`src/rtl/simon_cfg_ctrl_if.sv`:
```
// AXI4-Lite configuration bus bundle for the Simon sequencer.
// Latency: none, wires only.
// Backpressure: carried by the valid/ready pairs of each channel.
interface simon_cfg_ctrl_if #(
  parameter int ADDR_WIDTH = 8
);
  logic [ADDR_WIDTH-1:0] araddr;
  logic [3:0]            arcache;
  logic [2:0]            arprot;
  logic                  arvalid;
  logic                  arready;
  logic [31:0]           rdata;
  logic [1:0]            rresp;
  logic                  rvalid;
  logic                  rready;
  logic [ADDR_WIDTH-1:0] awaddr;
  logic [3:0]            awcache;
  logic [2:0]            awprot;
  logic                  awvalid;
  logic                  awready;
  logic [31:0]           wdata;
  logic [3:0]            wstrb;
  logic                  wvalid;
  logic                  wready;
  logic [1:0]            bresp;
  logic                  bvalid;
  logic                  bready;

  modport master (
    output araddr, arcache, arprot, arvalid, rready,
    output awaddr, awcache, awprot, awvalid, wdata, wstrb, wvalid, bready,
    input  arready, rdata, rresp, rvalid, awready, wready, bresp, bvalid
  );

  modport slave (
    input  araddr, arcache, arprot, arvalid, rready,
    input  awaddr, awcache, awprot, awvalid, wdata, wstrb, wvalid, bready,
    output arready, rdata, rresp, rvalid, awready, wready, bresp, bvalid
  );
endinterface

```
`src/rtl/simon_cfg_ctrl.sv`:
```
// AXI4-Lite config slave + one-shot launch sequencer for the Simon round core (IRQ via SIMON_CFG_IRQ_EN).
// Latency: START accept -> core_start next cycle; B/R responses the cycle after accept.
// Backpressure: one outstanding write and one outstanding read; new accepts stall while bvalid/rvalid pend.
module simon_cfg_ctrl #(
  parameter int ADDR_WIDTH  = 8,
  parameter int BLOCK_WIDTH = 64,
  parameter int KEY_WIDTH   = 128
) (
  input  logic                   clk,
  input  logic                   rst,
  simon_cfg_ctrl_if.slave        axi_config,
  output logic                   core_start,
  output logic                   core_decrypt,
  output logic [KEY_WIDTH-1:0]   core_key,
  output logic [BLOCK_WIDTH-1:0] core_din,
  input  logic                   core_done,
  input  logic [BLOCK_WIDTH-1:0] core_dout
`ifdef SIMON_CFG_IRQ_EN
  ,
  output logic                   irq
`endif
);

  localparam logic [1:0] RESP_OKAY   = 2'b00;
  localparam logic [1:0] RESP_SLVERR = 2'b10;
  localparam logic [1:0] RESP_DECERR = 2'b11;

  typedef enum logic [1:0] {S_IDLE, S_LAUNCH, S_WAIT} state_t;

  state_t          state_q, state_d;
  logic [3:0][31:0] key_q;
  logic [1:0][31:0] din_q;
  logic [1:0][31:0] dout_q;
  logic            decrypt_q, done_q, err_q, ie_q;
  logic            bvalid_q, rvalid_q;
  logic [1:0]      bresp_q, rresp_q;
  logic [31:0]     rdata_q;

  logic            busy, wr_acc, rd_acc, done_evt;
  logic [3:0]      widx, ridx;
  logic [1:0]      wr_resp, rd_resp;
  logic [31:0]     rd_dat;
  logic            cfg_we, status_we, start_req, err_set;
  logic            unused_bits;

  // Cache/prot are don't-care and only addr[5:2] selects a register.
  assign unused_bits = ^{axi_config.arcache, axi_config.arprot, axi_config.awcache,
                         axi_config.awprot, axi_config.araddr, axi_config.awaddr};

  assign busy     = (state_q != S_IDLE);
  assign wr_acc   = axi_config.awvalid & axi_config.wvalid & ~bvalid_q;
  assign rd_acc   = axi_config.arvalid & ~rvalid_q;
  assign widx     = axi_config.awaddr[5:2];
  assign ridx     = axi_config.araddr[5:2];
  assign done_evt = (state_q == S_WAIT) & core_done;

  assign axi_config.awready = wr_acc;
  assign axi_config.wready  = wr_acc;
  assign axi_config.bvalid  = bvalid_q;
  assign axi_config.bresp   = bresp_q;
  assign axi_config.arready = ~rvalid_q;
  assign axi_config.rvalid  = rvalid_q;
  assign axi_config.rresp   = rresp_q;
  assign axi_config.rdata   = rdata_q;

  assign core_decrypt = decrypt_q;
  assign core_key     = key_q;
  assign core_din     = din_q;

`ifdef SIMON_CFG_IRQ_EN
  assign irq = done_q & ie_q;
`else
  assign ie_q = 1'b0;
`endif

  function automatic logic [31:0] merge(input logic [31:0] old, input logic [31:0] wd,
                                        input logic [3:0] st);
    logic [31:0] r;
    r = old;
    for (int i = 0; i < 4; i++)
      if (st[i]) r[8*i +: 8] = wd[8*i +: 8];
    return r;
  endfunction

  // Write decode: classify the accepted write and flag side effects.
  always_comb begin
    wr_resp   = RESP_OKAY;
    cfg_we    = 1'b0;
    status_we = 1'b0;
    start_req = 1'b0;
    err_set   = 1'b0;
    case (widx)
      4'd0: begin
        if (busy) begin
          wr_resp = RESP_SLVERR;
          err_set = wr_acc & axi_config.wstrb[0] & axi_config.wdata[0];
        end else begin
          cfg_we    = wr_acc;
          start_req = wr_acc & axi_config.wstrb[0] & axi_config.wdata[0];
        end
      end
      4'd1: status_we = wr_acc;
      4'd2, 4'd3, 4'd4, 4'd5, 4'd6, 4'd7: begin
        if (busy) wr_resp = RESP_SLVERR;
        else      cfg_we  = wr_acc;
      end
      4'd8, 4'd9: wr_resp = RESP_SLVERR;
      default:    wr_resp = RESP_DECERR;
    endcase
  end

  // Read decode: select readback word and response for the presented address.
  always_comb begin
    rd_dat  = 32'h0;
    rd_resp = RESP_OKAY;
    case (ridx)
      4'd0:                     rd_dat = {29'h0, ie_q, decrypt_q, 1'b0};
      4'd1:                     rd_dat = {29'h0, err_q, done_q, busy};
      4'd2, 4'd3, 4'd4, 4'd5:   rd_dat = key_q[ridx[1:0] - 2'd2];
      4'd6, 4'd7:               rd_dat = din_q[ridx[0]];
      4'd8, 4'd9:               rd_dat = dout_q[ridx[0]];
      default:                  rd_resp = RESP_DECERR;
    endcase
  end

  // Sequencer next state and launch pulse.
  always_comb begin
    state_d    = state_q;
    core_start = 1'b0;
    case (state_q)
      S_IDLE:   if (start_req) state_d = S_LAUNCH;
      S_LAUNCH: begin
        core_start = 1'b1;
        state_d    = S_WAIT;
      end
      S_WAIT:   if (core_done) state_d = S_IDLE;
      default:  state_d = S_IDLE;
    endcase
  end

  // Sequencer state register.
  always_ff @(posedge clk or posedge rst) begin
    if (rst) state_q <= S_IDLE;
    else     state_q <= state_d;
  end

  // Config/status registers; completion set beats a same-edge DONE clear.
  always_ff @(posedge clk or posedge rst) begin
    if (rst) begin
      key_q     <= '0;
      din_q     <= '0;
      dout_q    <= '0;
      decrypt_q <= 1'b0;
      done_q    <= 1'b0;
      err_q     <= 1'b0;
`ifdef SIMON_CFG_IRQ_EN
      ie_q      <= 1'b0;
`endif
    end else begin
      if (cfg_we) begin
        case (widx)
          4'd0: if (axi_config.wstrb[0]) begin
            decrypt_q <= axi_config.wdata[1];
`ifdef SIMON_CFG_IRQ_EN
            ie_q      <= axi_config.wdata[2];
`endif
          end
          4'd2, 4'd3, 4'd4, 4'd5:
            key_q[widx[1:0] - 2'd2] <= merge(key_q[widx[1:0] - 2'd2], axi_config.wdata,
                                             axi_config.wstrb);
          4'd6, 4'd7:
            din_q[widx[0]] <= merge(din_q[widx[0]], axi_config.wdata, axi_config.wstrb);
          default: ;
        endcase
      end
      if (done_evt) begin
        dout_q <= core_dout;
        done_q <= 1'b1;
      end else if (start_req) begin
        done_q <= 1'b0;
      end else if (status_we && axi_config.wstrb[0] && axi_config.wdata[1]) begin
        done_q <= 1'b0;
      end
      if (err_set)
        err_q <= 1'b1;
      else if (status_we && axi_config.wstrb[0] && axi_config.wdata[2])
        err_q <= 1'b0;
    end
  end

  // Write response channel: one pending response held until bready.
  always_ff @(posedge clk or posedge rst) begin
    if (rst) begin
      bvalid_q <= 1'b0;
      bresp_q  <= RESP_OKAY;
    end else if (wr_acc) begin
      bvalid_q <= 1'b1;
      bresp_q  <= wr_resp;
    end else if (axi_config.bready) begin
      bvalid_q <= 1'b0;
    end
  end

  // Read data channel: registered data held until rready.
  always_ff @(posedge clk or posedge rst) begin
    if (rst) begin
      rvalid_q <= 1'b0;
      rresp_q  <= RESP_OKAY;
      rdata_q  <= 32'h0;
    end else if (rd_acc) begin
      rvalid_q <= 1'b1;
      rresp_q  <= rd_resp;
      rdata_q  <= rd_dat;
    end else if (axi_config.rready) begin
      rvalid_q <= 1'b0;
    end
  end

endmodule

```
`src/flat_wrapper.sv`:
```
// flat-port wrapper written by rule: the top's interface ports become plain ports
module simon_cfg_ctrl_flat 
#(
  parameter int ADDR_WIDTH  = 8,
  parameter int BLOCK_WIDTH = 64,
  parameter int KEY_WIDTH   = 128
)
  (clk, rst, core_start, core_decrypt, core_key, core_din, core_done, core_dout, axi_config_araddr, axi_config_arcache, axi_config_arprot, axi_config_arvalid, axi_config_rready, axi_config_awaddr, axi_config_awcache, axi_config_awprot, axi_config_awvalid, axi_config_wdata, axi_config_wstrb, axi_config_wvalid, axi_config_bready, axi_config_arready, axi_config_rdata, axi_config_rresp, axi_config_rvalid, axi_config_awready, axi_config_wready, axi_config_bresp, axi_config_bvalid);
  simon_cfg_ctrl_if #(.ADDR_WIDTH(ADDR_WIDTH)) axi_config_i ();
  input  logic clk;
  input  logic rst;
  output logic core_start;
  output logic core_decrypt;
  output logic [KEY_WIDTH-1:0] core_key;
  output logic [BLOCK_WIDTH-1:0] core_din;
  input  logic core_done;
  input  logic [BLOCK_WIDTH-1:0] core_dout;
  input wire logic [$bits(axi_config_i.araddr)-1:0] axi_config_araddr;
  input wire logic [$bits(axi_config_i.arcache)-1:0] axi_config_arcache;
  input wire logic [$bits(axi_config_i.arprot)-1:0] axi_config_arprot;
  input wire logic [$bits(axi_config_i.arvalid)-1:0] axi_config_arvalid;
  input wire logic [$bits(axi_config_i.rready)-1:0] axi_config_rready;
  input wire logic [$bits(axi_config_i.awaddr)-1:0] axi_config_awaddr;
  input wire logic [$bits(axi_config_i.awcache)-1:0] axi_config_awcache;
  input wire logic [$bits(axi_config_i.awprot)-1:0] axi_config_awprot;
  input wire logic [$bits(axi_config_i.awvalid)-1:0] axi_config_awvalid;
  input wire logic [$bits(axi_config_i.wdata)-1:0] axi_config_wdata;
  input wire logic [$bits(axi_config_i.wstrb)-1:0] axi_config_wstrb;
  input wire logic [$bits(axi_config_i.wvalid)-1:0] axi_config_wvalid;
  input wire logic [$bits(axi_config_i.bready)-1:0] axi_config_bready;
  output wire logic [$bits(axi_config_i.arready)-1:0] axi_config_arready;
  output wire logic [$bits(axi_config_i.rdata)-1:0] axi_config_rdata;
  output wire logic [$bits(axi_config_i.rresp)-1:0] axi_config_rresp;
  output wire logic [$bits(axi_config_i.rvalid)-1:0] axi_config_rvalid;
  output wire logic [$bits(axi_config_i.awready)-1:0] axi_config_awready;
  output wire logic [$bits(axi_config_i.wready)-1:0] axi_config_wready;
  output wire logic [$bits(axi_config_i.bresp)-1:0] axi_config_bresp;
  output wire logic [$bits(axi_config_i.bvalid)-1:0] axi_config_bvalid;
  assign axi_config_i.araddr = axi_config_araddr;
  assign axi_config_i.arcache = axi_config_arcache;
  assign axi_config_i.arprot = axi_config_arprot;
  assign axi_config_i.arvalid = axi_config_arvalid;
  assign axi_config_i.rready = axi_config_rready;
  assign axi_config_i.awaddr = axi_config_awaddr;
  assign axi_config_i.awcache = axi_config_awcache;
  assign axi_config_i.awprot = axi_config_awprot;
  assign axi_config_i.awvalid = axi_config_awvalid;
  assign axi_config_i.wdata = axi_config_wdata;
  assign axi_config_i.wstrb = axi_config_wstrb;
  assign axi_config_i.wvalid = axi_config_wvalid;
  assign axi_config_i.bready = axi_config_bready;
  assign axi_config_arready = axi_config_i.arready;
  assign axi_config_rdata = axi_config_i.rdata;
  assign axi_config_rresp = axi_config_i.rresp;
  assign axi_config_rvalid = axi_config_i.rvalid;
  assign axi_config_awready = axi_config_i.awready;
  assign axi_config_wready = axi_config_i.wready;
  assign axi_config_bresp = axi_config_i.bresp;
  assign axi_config_bvalid = axi_config_i.bvalid;
  simon_cfg_ctrl #(.ADDR_WIDTH(ADDR_WIDTH), .BLOCK_WIDTH(BLOCK_WIDTH), .KEY_WIDTH(KEY_WIDTH)) u_core (.clk(clk), .rst(rst), .axi_config(axi_config_i), .core_start(core_start), .core_decrypt(core_decrypt), .core_key(core_key), .core_din(core_din), .core_done(core_done), .core_dout(core_dout));
endmodule
```
`config.mk`:
```
export PLATFORM = sky130hd
export DESIGN_NAME = simon_cfg_ctrl_flat
export DESIGN_NICKNAME = d
export VERILOG_FILES = /design/src/rtl/simon_cfg_ctrl_if.sv /design/src/rtl/simon_cfg_ctrl.sv /design/src/flat_wrapper.sv
export SDC_FILE = /design/constraint.sdc
export NUM_CORES = 1
export LEC_CHECK = 0
export ABC_AREA = 0
export CAP_MARGIN = 15
export CORE_MARGIN = 2
export CORE_UTILIZATION = 60
export DETAILED_ROUTE_END_ITERATION = 8
export DONT_BUFFER_PORTS = 1
export GPL_TIMING_DRIVEN = 1
export HOLD_SLACK_MARGIN = 0.15
export PLACE_DENSITY = 0.86
export SYNTH_ARGS = -nofsm -noshare
export SYNTH_HDL_FRONTEND = slang
export SYNTH_SLANG_ARGS = --single-unit
```
`constraint.sdc`:
```
create_clock -name clk -period 15.6 [get_ports clk]
set_input_delay 3.12 -clock clk [delete_from_list [all_inputs] [get_ports clk]]
set_output_delay 3.12 -clock clk [all_outputs]
set_load 0.01 [all_outputs]
```
== After elaboration in Yosys (flattened, before gate mapping) ==
Cells that the tools add are included.
Word-level totals
  memory bits (writable): 0
  register bits after elaboration: 299
  bits in latches: 0
  memory bits (read-only): 0
  output and inout port bits: 235
  input port bits: 138
  memories: 0
  word-level logic and storage cells: 144
Cells by class
  muxes and demuxes: 64
  div/mod/pow operators: 0
  shifts and indexed selects: 0
  multiply operators: 0
  $add $sub $neg: 2
  bitwise operators: 8
  $lt $le $gt $ge: 6
  reduce and logical (&&, ||, !) cells: 25
  equality and inequality tests: 22
Operator list (number)
  32-bit two-way mux: 10
  8-bit two-way mux: 24
  32-bit one-hot mux with 5 select lines: 1
  32-bit binary-select mux with 2-bit select: 2
  128-bit bitwise mux: 1
  64-bit bitwise mux: 1
  32-bit demux with 2-bit select: 1
  32-bit demux with 1-bit select: 1
  4-bit by 3-bit equality test with 1-bit output, second input constant: 8
  1-bit two-way mux: 17
  4-bit by 2-bit equality test with 1-bit output, second input constant: 4
  4-bit equality test, second input constant: 4
  2-bit one-hot mux with 3 select lines: 2
  10-bit OR reduction: 1
  4-bit by 1-bit equality test with 1-bit output, second input constant: 2
  4-bit logical NOT: 2
  2-bit two-way mux: 4
  2-bit nonzero test: 4
  2-bit OR reduction: 4
  4-bit OR reduction: 2
  7-bit OR reduction: 1
  1-bit AND: 6
  2-bit by 3-bit less-than comparator with 1-bit output, second input constant: 2
  2-bit AND reduction: 3
  other kinds (13): 20

== Longest topological paths before layout ==
Gate-level depths: netlist (run 1).
  depth after elaboration: 8
  gate-level depth with buffers: 7
  mapped depth without buffers: 5

== Worst setup path before layout (run 1) ==
No wires, ideal clock.
  path type: input -> output
  start point: input port axi_config_awvalid
  end point: output port axi_config_wready
  data required time: 12.480 ns
  path slack: 8.991 ns
  path buffers: 1
  arrival time: 3.489 ns
  stages on the path: 3
  cells stage by stage: nand3_1 -> inv_1 -> buf_4
On the way
  longest elaborated chain between the ends: 2
Ends and longest elaborated chain
  start, declared: line flat_wrapper.sv:26  | input wire logic [$bits(axi_config_i.awvalid)-1:0] axi_config_awvalid;
  1-bit AND (2 in series): line simon_cfg_ctrl.sv:51  | assign wr_acc = axi_config.awvalid & axi_config.wvalid & ~bvalid_q;
  end, declared: line flat_wrapper.sv:36  | output wire logic [$bits(axi_config_i.wready)-1:0] axi_config_wready;
Every way passes these cells.

== Final worst setup path (run 1) ==
  start point: input port axi_config_awvalid
  end point: output port axi_config_awready
On the way
  longest elaborated chain between the ends: 2
Ends and longest elaborated chain
  1-bit AND (2 in series): line simon_cfg_ctrl.sv:51
  end, declared: line flat_wrapper.sv:35  | output wire logic [$bits(axi_config_i.awready)-1:0] axi_config_awready;
Every way passes these cells.

==> metrics.md, run 1 <==
| Metric | Value |
|---|---|
| Status | `finished clean` |
| Internal power | `1420 µW` |
| Reg2reg start | `u_core.axi_config.bvalid` |
| Pins over their slew limit | `0` |
| Layout cell share with drive strength beyond 1 | `0.439` |
| Sink Count | `between 200 and 300` |
| Synth-to-layout area growth | `8.40%` |
| Post-Syn Instances | `979` |
| Fin. Hold Viols | `0` |
| Number of synthesis warnings | `0` |
| Most Crowded Layer GR | `met2` |
| Comb power frac | `0.109` |
| Via count | `around 9000` |
| Share of the synthesized area in the top cell type | `0.525` |
| Count leader, synth | `dfrtp_1` |
| Clock Power Share | `0.381` |
| Sw frac | `0.269` |
| Largest net degree at the start of global routing | `between 100 and 150` |
| Max Cap Viol | `0` |
| # hold bufs at CTS | `0` |
| Initial antenna violation count | `2` |
| Hold Path Class | `register to register` |
| Final net count | `1089` |
| Clk root buf | `clkbuf_16` |
| Post-route cell area | `approximately 0.015 mm²` |
| Yosys top cell by area | `dfrtp_1` |
| Setup CP Type | `input port to primary output` |
| # DRC | `0` |
| Critical Path Start | `axi_config_awvalid` |
| GR Util met3 | `0.125` |
| Area contributors post-synth | `dfrtp_1, mux2_2, mux4_2` |
| Number of gates resized after cts | `0` |
| Overflow after GRT | `0` |
| Mux cell area share after synthesis | `0.373` |
| Fin Clk Skew | `9.87 ps` |
| Area share of and/or/nand/nor cells after synthesis | `0.0335` |
| Largest family of logic cells by synthesized area | `multiplexers` |
| Initial drt markers | `approximately 810` |
| Chip height | `between 150 and 200 µm` |
| Pwr/cell area | `about 130 mW/mm²` |
| Top Family by Delay on Critical Path | `buffers and inverters` |
| Synth unique cells | `44` |
| CP peak stage delay | `around 210 ps` |
| I/O Buffers | `0` |
| Tcrit/Tclk final | `0.420` |
| Mapped Nets | `~1100` |
| Synth Cell Area | `0.0142 mm²` |
| Sequential power share | `0.510` |
| CP startpoint kind | `input port` |
| Post-Synthesis Mean Instance Area | `between 10 and 15 µm²` |
| Drt first pass iters | `5` |
| DP Area | `0.0144 mm²` |
| Vias per Instance | `slightly below 7` |
| Crit path cell chain | `nand3_1, inv_1` |
| Initial Util | `0.609` |
| Period minus WS final | `about 6600 ps` |
| Synth Area in Adders | `0` |
| Slew @ Worst Pin | `~1200 ps` |
| Worst Setup End Kind | `primary output` |
| WL final | `between 30000 and 40000 µm` |
| Rows | `56` |
| Num CTS Buffers | `30` |
| IO Pins | `~370` |
| Peak supply drop | `between 0.1 and 0.15 mV` |
| Post-Synth XOR/XNOR Area | `0.000616` |
| Clock tree buffer depth | `3` |
| Global-route wire length before repair | `about 57000 µm` |
| Vias in the first global route | `between 9000 and 10000` |
| DIE WIDTH | `about 160 µm` |
| P_sw | `523 µW` |
| GRT met1 Usage | `0.380` |
| Hold path start | `u_core.err_q` |
| FFs w/ async S/R, synth | `1.00` |
| Clock Latency Late Sink | `about 550 ps` |
| Total Routing Usage GR | `0.309` |
| Compound-Gate Fraction of Synth Area | `0.0427` |
| Die footprint | `about 0.025 mm²` |
| Total power | `roughly 2000 µW` |
| Antenna cells | `0` |
| Slew headroom | `0.219` |
| Gpl congestion | `0.829` |
| Crit path arrival time | `3430 ps` |
| Remaining antenna violation count | `0` |
| Synth cell count leaders | `dfrtp_1, mux2_2, mux4_2` |
| Routed len/inst | `about 30 µm` |
| CTS tree | `yes` |
| Reg clk slew, reported paths | `approximately 60 ps` |
| Setup violations, final | `0` |
| Hold Slack | `about 500 ps` |
| Fmax | `around 0.15 GHz` |
| Post-synth EDFFs | `0` |
| Number of setup buffers added after CTS | `0` |
| RSZ-0062 raised after global routing | `false` |
| Slack of the critical path | `9050 ps` |
| Post-synthesis sequential area ratio | `0.525` |
| Crit path max-delay cell type | `inv_1` |
| CP required | `~12000 ps` |
| Met2 Usage GRT | `0.495` |
| # H-tree levels | `1` |
| Buf/Inv on CP | `1` |
| Ys flop type | `dfrtp_1` |
| Pleak | `a little over 0.007 µW` |
| Highest net fanout along the worst path | `4` |
| Synth Register Bits | `about 300` |
| Dpl ws | `between 9000 and 10000 ps` |
| HPWL after detailed placement | `between 20000 and 25000 µm` |
| Core Region | `about 0.023 mm²` |
| Setup total negative slack | `0 ps` |
-- cells by family after synthesis --
logic type,after synthesis
AND/OR/NAND/NOR,85
XOR/XNOR,1
buffers and inverters,73
multiplexers,414
AO/OA/AOI/OAI,108
flip-flops,298
-- final timing paths --
| check | cells past startpoint | endpoint | slack [ps] |
|---|---|---|---|
| max | 2 | axi_config_awready | 9050 |
| min | 1 | u_core.err_q | 500 |
| max reg2reg | 5 | u_core.core_key[86] | 12710 |
| min reg2reg | 1 | u_core.err_q | 500 |
| min in group asynchronous | 1 | u_core.axi_config.rdata[25] | 2650 |
| max in group asynchronous | 2 | u_core.dout_q[25] | 11260 |
-- flip-flops by register name (all words and copies together), names as in the netlist --
name / count
u_core.axi_config.bresp: 2
u_core.axi_config.rresp: 1
u_core.dout_q: 64
u_core.err_q: 1
u_core.core_din: 64
u_core.state_q: 2
u_core.done_q: 1
u_core.axi_config.bvalid: 1
u_core.core_key: 128
u_core.axi_config.rvalid: 1
u_core.axi_config.rdata: 32
u_core.core_decrypt: 1
-- power groups by stage --
| stage | sequential, µW | combinational [µW] | clock [µW] |
|---|---|---|---|
| floorplan | 962 | 191 | 0 |
| global route | 1000 | 229 | 783 |
| CTS | 990 | 212 | 747 |
| global placement | 997 | 201 | 0 |
| finish | 992 | 212 | 741 |
| detailed placement | 1000 | 210 | 0 |
-- per-stage QoR --
step / instances / utilization
global route: 1294 / 0.660
floorplan: 979 / -
finish: 1294 / 0.660
detailed placement: 1238 / 0.616
global placement: 1238 / 0.616
CTS: 1294 / 0.660
-- area by class of cell --
cell class                 count  area (µm²)
tap                          319         399
multi-input combinational    608        6430
inverter                       4        22.5
fill                        1609        7930
sequential                   298        7460
clock inverter                12         116
clock buffer                  44         915
timing repair buffer           9        67.6
-- metal layers --
layer  vias up  share of wire
met1      4722           0.36
met2       542           0.49
met3        92           0.12
li1       3630              -
met5         -        0.00062
met4         4          0.029
-- layout by cell type, fill, tap and decap left out, types with 2 or more instances in the layout --
cell type  netlist  layout
nor2_1           6       6
clkbuf_1        30       4
buf_4            8       9
clkbuf_8         0       9
mux2_2         289     289
nand3_1          8       7
nand4_2          4       4
mux2i_1         60      60
a211oi_1         2       2
nor3b_1          2       2
clkbuf_16        0      31
a21oi_1         31      31
o22ai_1         30      30
inv_1            4       3
nor2b_1          4       3
o21ai_0         38      38
nand2_1         40      39
bufinv_16        0       2
mux4_2          64      64
dfrtp_1        298     298
nand4_1          2       2
clkinv_2         0       8
and3_1           2       2
nand3b_1         5       5
nor3b_4          1       2
Note: power is estimated with default switching activity, not from simulation.
==> run 2, diff against run 1 <==
- CORE_UTILIZATION: 60 -> 58
- clock period: 15.6 -> 5.75 ns (I/O delays scaled with it)
==> metrics.md, run 2 (synthesis gave the netlist of run 1 again) <==
| Metric | Value |
|---|---|
| Total Routing Usage GR | `0.306` |
| Drt first pass iters | `5` |
| Status | `finished clean` |
| Slew headroom | `0.223` |
| CP startpoint kind | `input port` |
| Area of the multi-input gates | `between 0.006 and 0.007 mm²` |
| Highest net fanout along the worst path | `19` |
| Setup CP Type | `input port to register` |
| Max FFs per register | `between 100 and 150` |
| WL final | `approximately 39000 µm` |
| Peak supply drop | `0.406 mV` |
| # hold bufs at CTS | `0` |
| Period minus WS final | `3270 ps` |
| Clk root buf | `clkbuf_16` |
| Setup violations, final | `0` |
| Gpl congestion | `approximately 0.83` |
| Die footprint | `between 0.02 and 0.03 mm²` |
| Register area | `roughly 0.0075 mm²` |
| Via count | `about 9000` |
| HPWL after detailed placement | `25200 µm` |
| Rows | `57` |
| Initial antenna violation count | `3` |
| CP peak stage delay | `around 730 ps` |
| Global-route wire length before repair | `59300 µm` |
| Dpl ws | `1930 ps` |
| Crit path cell chain | `and4bb_2, and3_1, nand3b_1, buf_4, mux2_2` |
| Pwr/cell area | `between 300 and 400 mW/mm²` |
| Slew @ Worst Pin | `between 1000 and 1500 ps` |
| Setup total negative slack | `0 ps` |
| Remaining antenna violation count | `0` |
| Fin Clk Skew | `~18 ps` |
| Vias in the first global route | `slightly below 10000` |
| Sink Count | `298` |
| # H-tree levels | `2` |
| Hold Path Class | `register to register` |
| CTS tree | `yes` |
| Most common cell after layout, fill and taps aside | `dfrtp_1` |
| # DRC | `0` |
| Fmax | `0.306 GHz` |
| Slack of the critical path | `around 2500 ps` |
| Crit path arrival time | `3640 ps` |
| Number of setup buffers added after CTS | `0` |
| Routed len/inst | `~30 µm` |
| Layout cell share with drive strength beyond 1 | `0.439` |
| Pleak | `0.00723 µW` |
| Pins over their slew limit | `0` |
| Crit path max-delay cell type | `nand3b_1` |
| Tcrit/Tclk final | `0.568` |
| Number of gates resized after cts | `0` |
| Clock Latency Late Sink | `510 ps` |
| DIE WIDTH | `161 µm` |
| Fillers | `about 1700` |
| Reg clk slew, reported paths | `about 60 ps` |
| Synth-to-layout area growth | `9.22%` |
| Max Cap Viol | `0` |
| Worst Setup End Kind | `register` |
| Overflow after GRT | `0` |
| I/O Buffers | `0` |
| Initial Util | `0.588` |
| RSZ-0062 raised after global routing | `false` |
| Vias per Instance | `about 6.9` |
| Initial drt markers | `750` |
| Final net count | `1093` |
| CP required | `about 6000 ps` |
| Fin. Hold Viols | `0` |
| Core Region | `around 0.024 mm²` |
| Largest net degree at the start of global routing | `between 150 and 200` |
| IO Pins | `between 300 and 400` |
| Commonest cells after routing, fill and taps aside | `dfrtp_1, mux2_2, mux4_2` |
| Chip height | `between 150 and 200 µm` |
| Num CTS Buffers | `34` |
| Clock tree buffer depth | `3` |
## run 2: cell types whose count changed in the layout (fill, tap and decap cells not counted)
cell / before / now
diode_2: 0 / 1
bufinv_16: 2 / 1
clkbuf_16: 31 / 37
clkbuf_1: 4 / 7
inv_6: 1 / 0
clkinvlp_4: 1 / 3
buf_4: 9 / 7
buf_12: 0 / 2
clkbuf_8: 9 / 5
## run 2: layout make-up
| type | count | share of cell area |
|---|---|---|
| repair buffers | 9 | 0.00597 |
| well taps | 324 | 0.0261 |
| diodes | 1 | 0.000161 |
| clock inverters | 12 | 0.00621 |
| flip-flops and latches | 298 | 0.480 |
| clock buffers | 49 | 0.0658 |
| multi-input cells | 608 | 0.414 |
| inverters | 4 | 0.00121 |
## run 2: metal layers
layer,vias to the layer above,part of all wire,track usage
li1,3634,-,-
met1,4722,0.36,0.368
met2,517,0.49,0.495
met3,113,0.11,0.120
met4,4,0.037,0.130
met5,-,0.00064,0
## run 2: path summary, 6_finish.rpt
kind                                           from                   end  slack (ps)  cells past startpoint
hold reg to reg                   u_core.dout_q[17]     u_core.dout_q[17]         500                      1
hold / removal                    u_core.dout_q[17]     u_core.dout_q[17]         500                      1
max in group asynchronous                       rst   u_core.core_key[65]        4320                      2
setup / recovery               axi_config_awaddr[5]  u_core.core_key[102]        2480                      5
min in group asynchronous                       rst     u_core.dout_q[24]         740                      2
setup reg to reg           u_core.axi_config.bvalid  u_core.core_key[102]        2640                      5
## run 2: metrics by stage
| stage | util | cell area, µm² | std cells | hold WS, ps | total power (µW) |
|---|---|---|---|---|---|
| after floorplan | - | 14200 | 979 | 452 | 3130 |
| after global placement | 0.596 | 14400 | 1243 | 485 | 3250 |
| after detailed placement | 0.596 | 14400 | 1243 | 493 | 3300 |
| after CTS | 0.642 | 15500 | 1304 | 506 | 5430 |
| after global routing | 0.642 | 15500 | 1304 | 522 | 5600 |
| final | 0.642 | 15500 | 1305 | 505 | 5420 |
## run 2: critical path: cells and delay by family
family	cells	cell delay, ps
muxes	1	320
and+or+nand+nor	3	1650
buffers and inverters	1	520
## run 2: where the power goes
group	switching (µW)	internal [µW]
clock	863	1290
sequential	368	2330
combinational	231	343
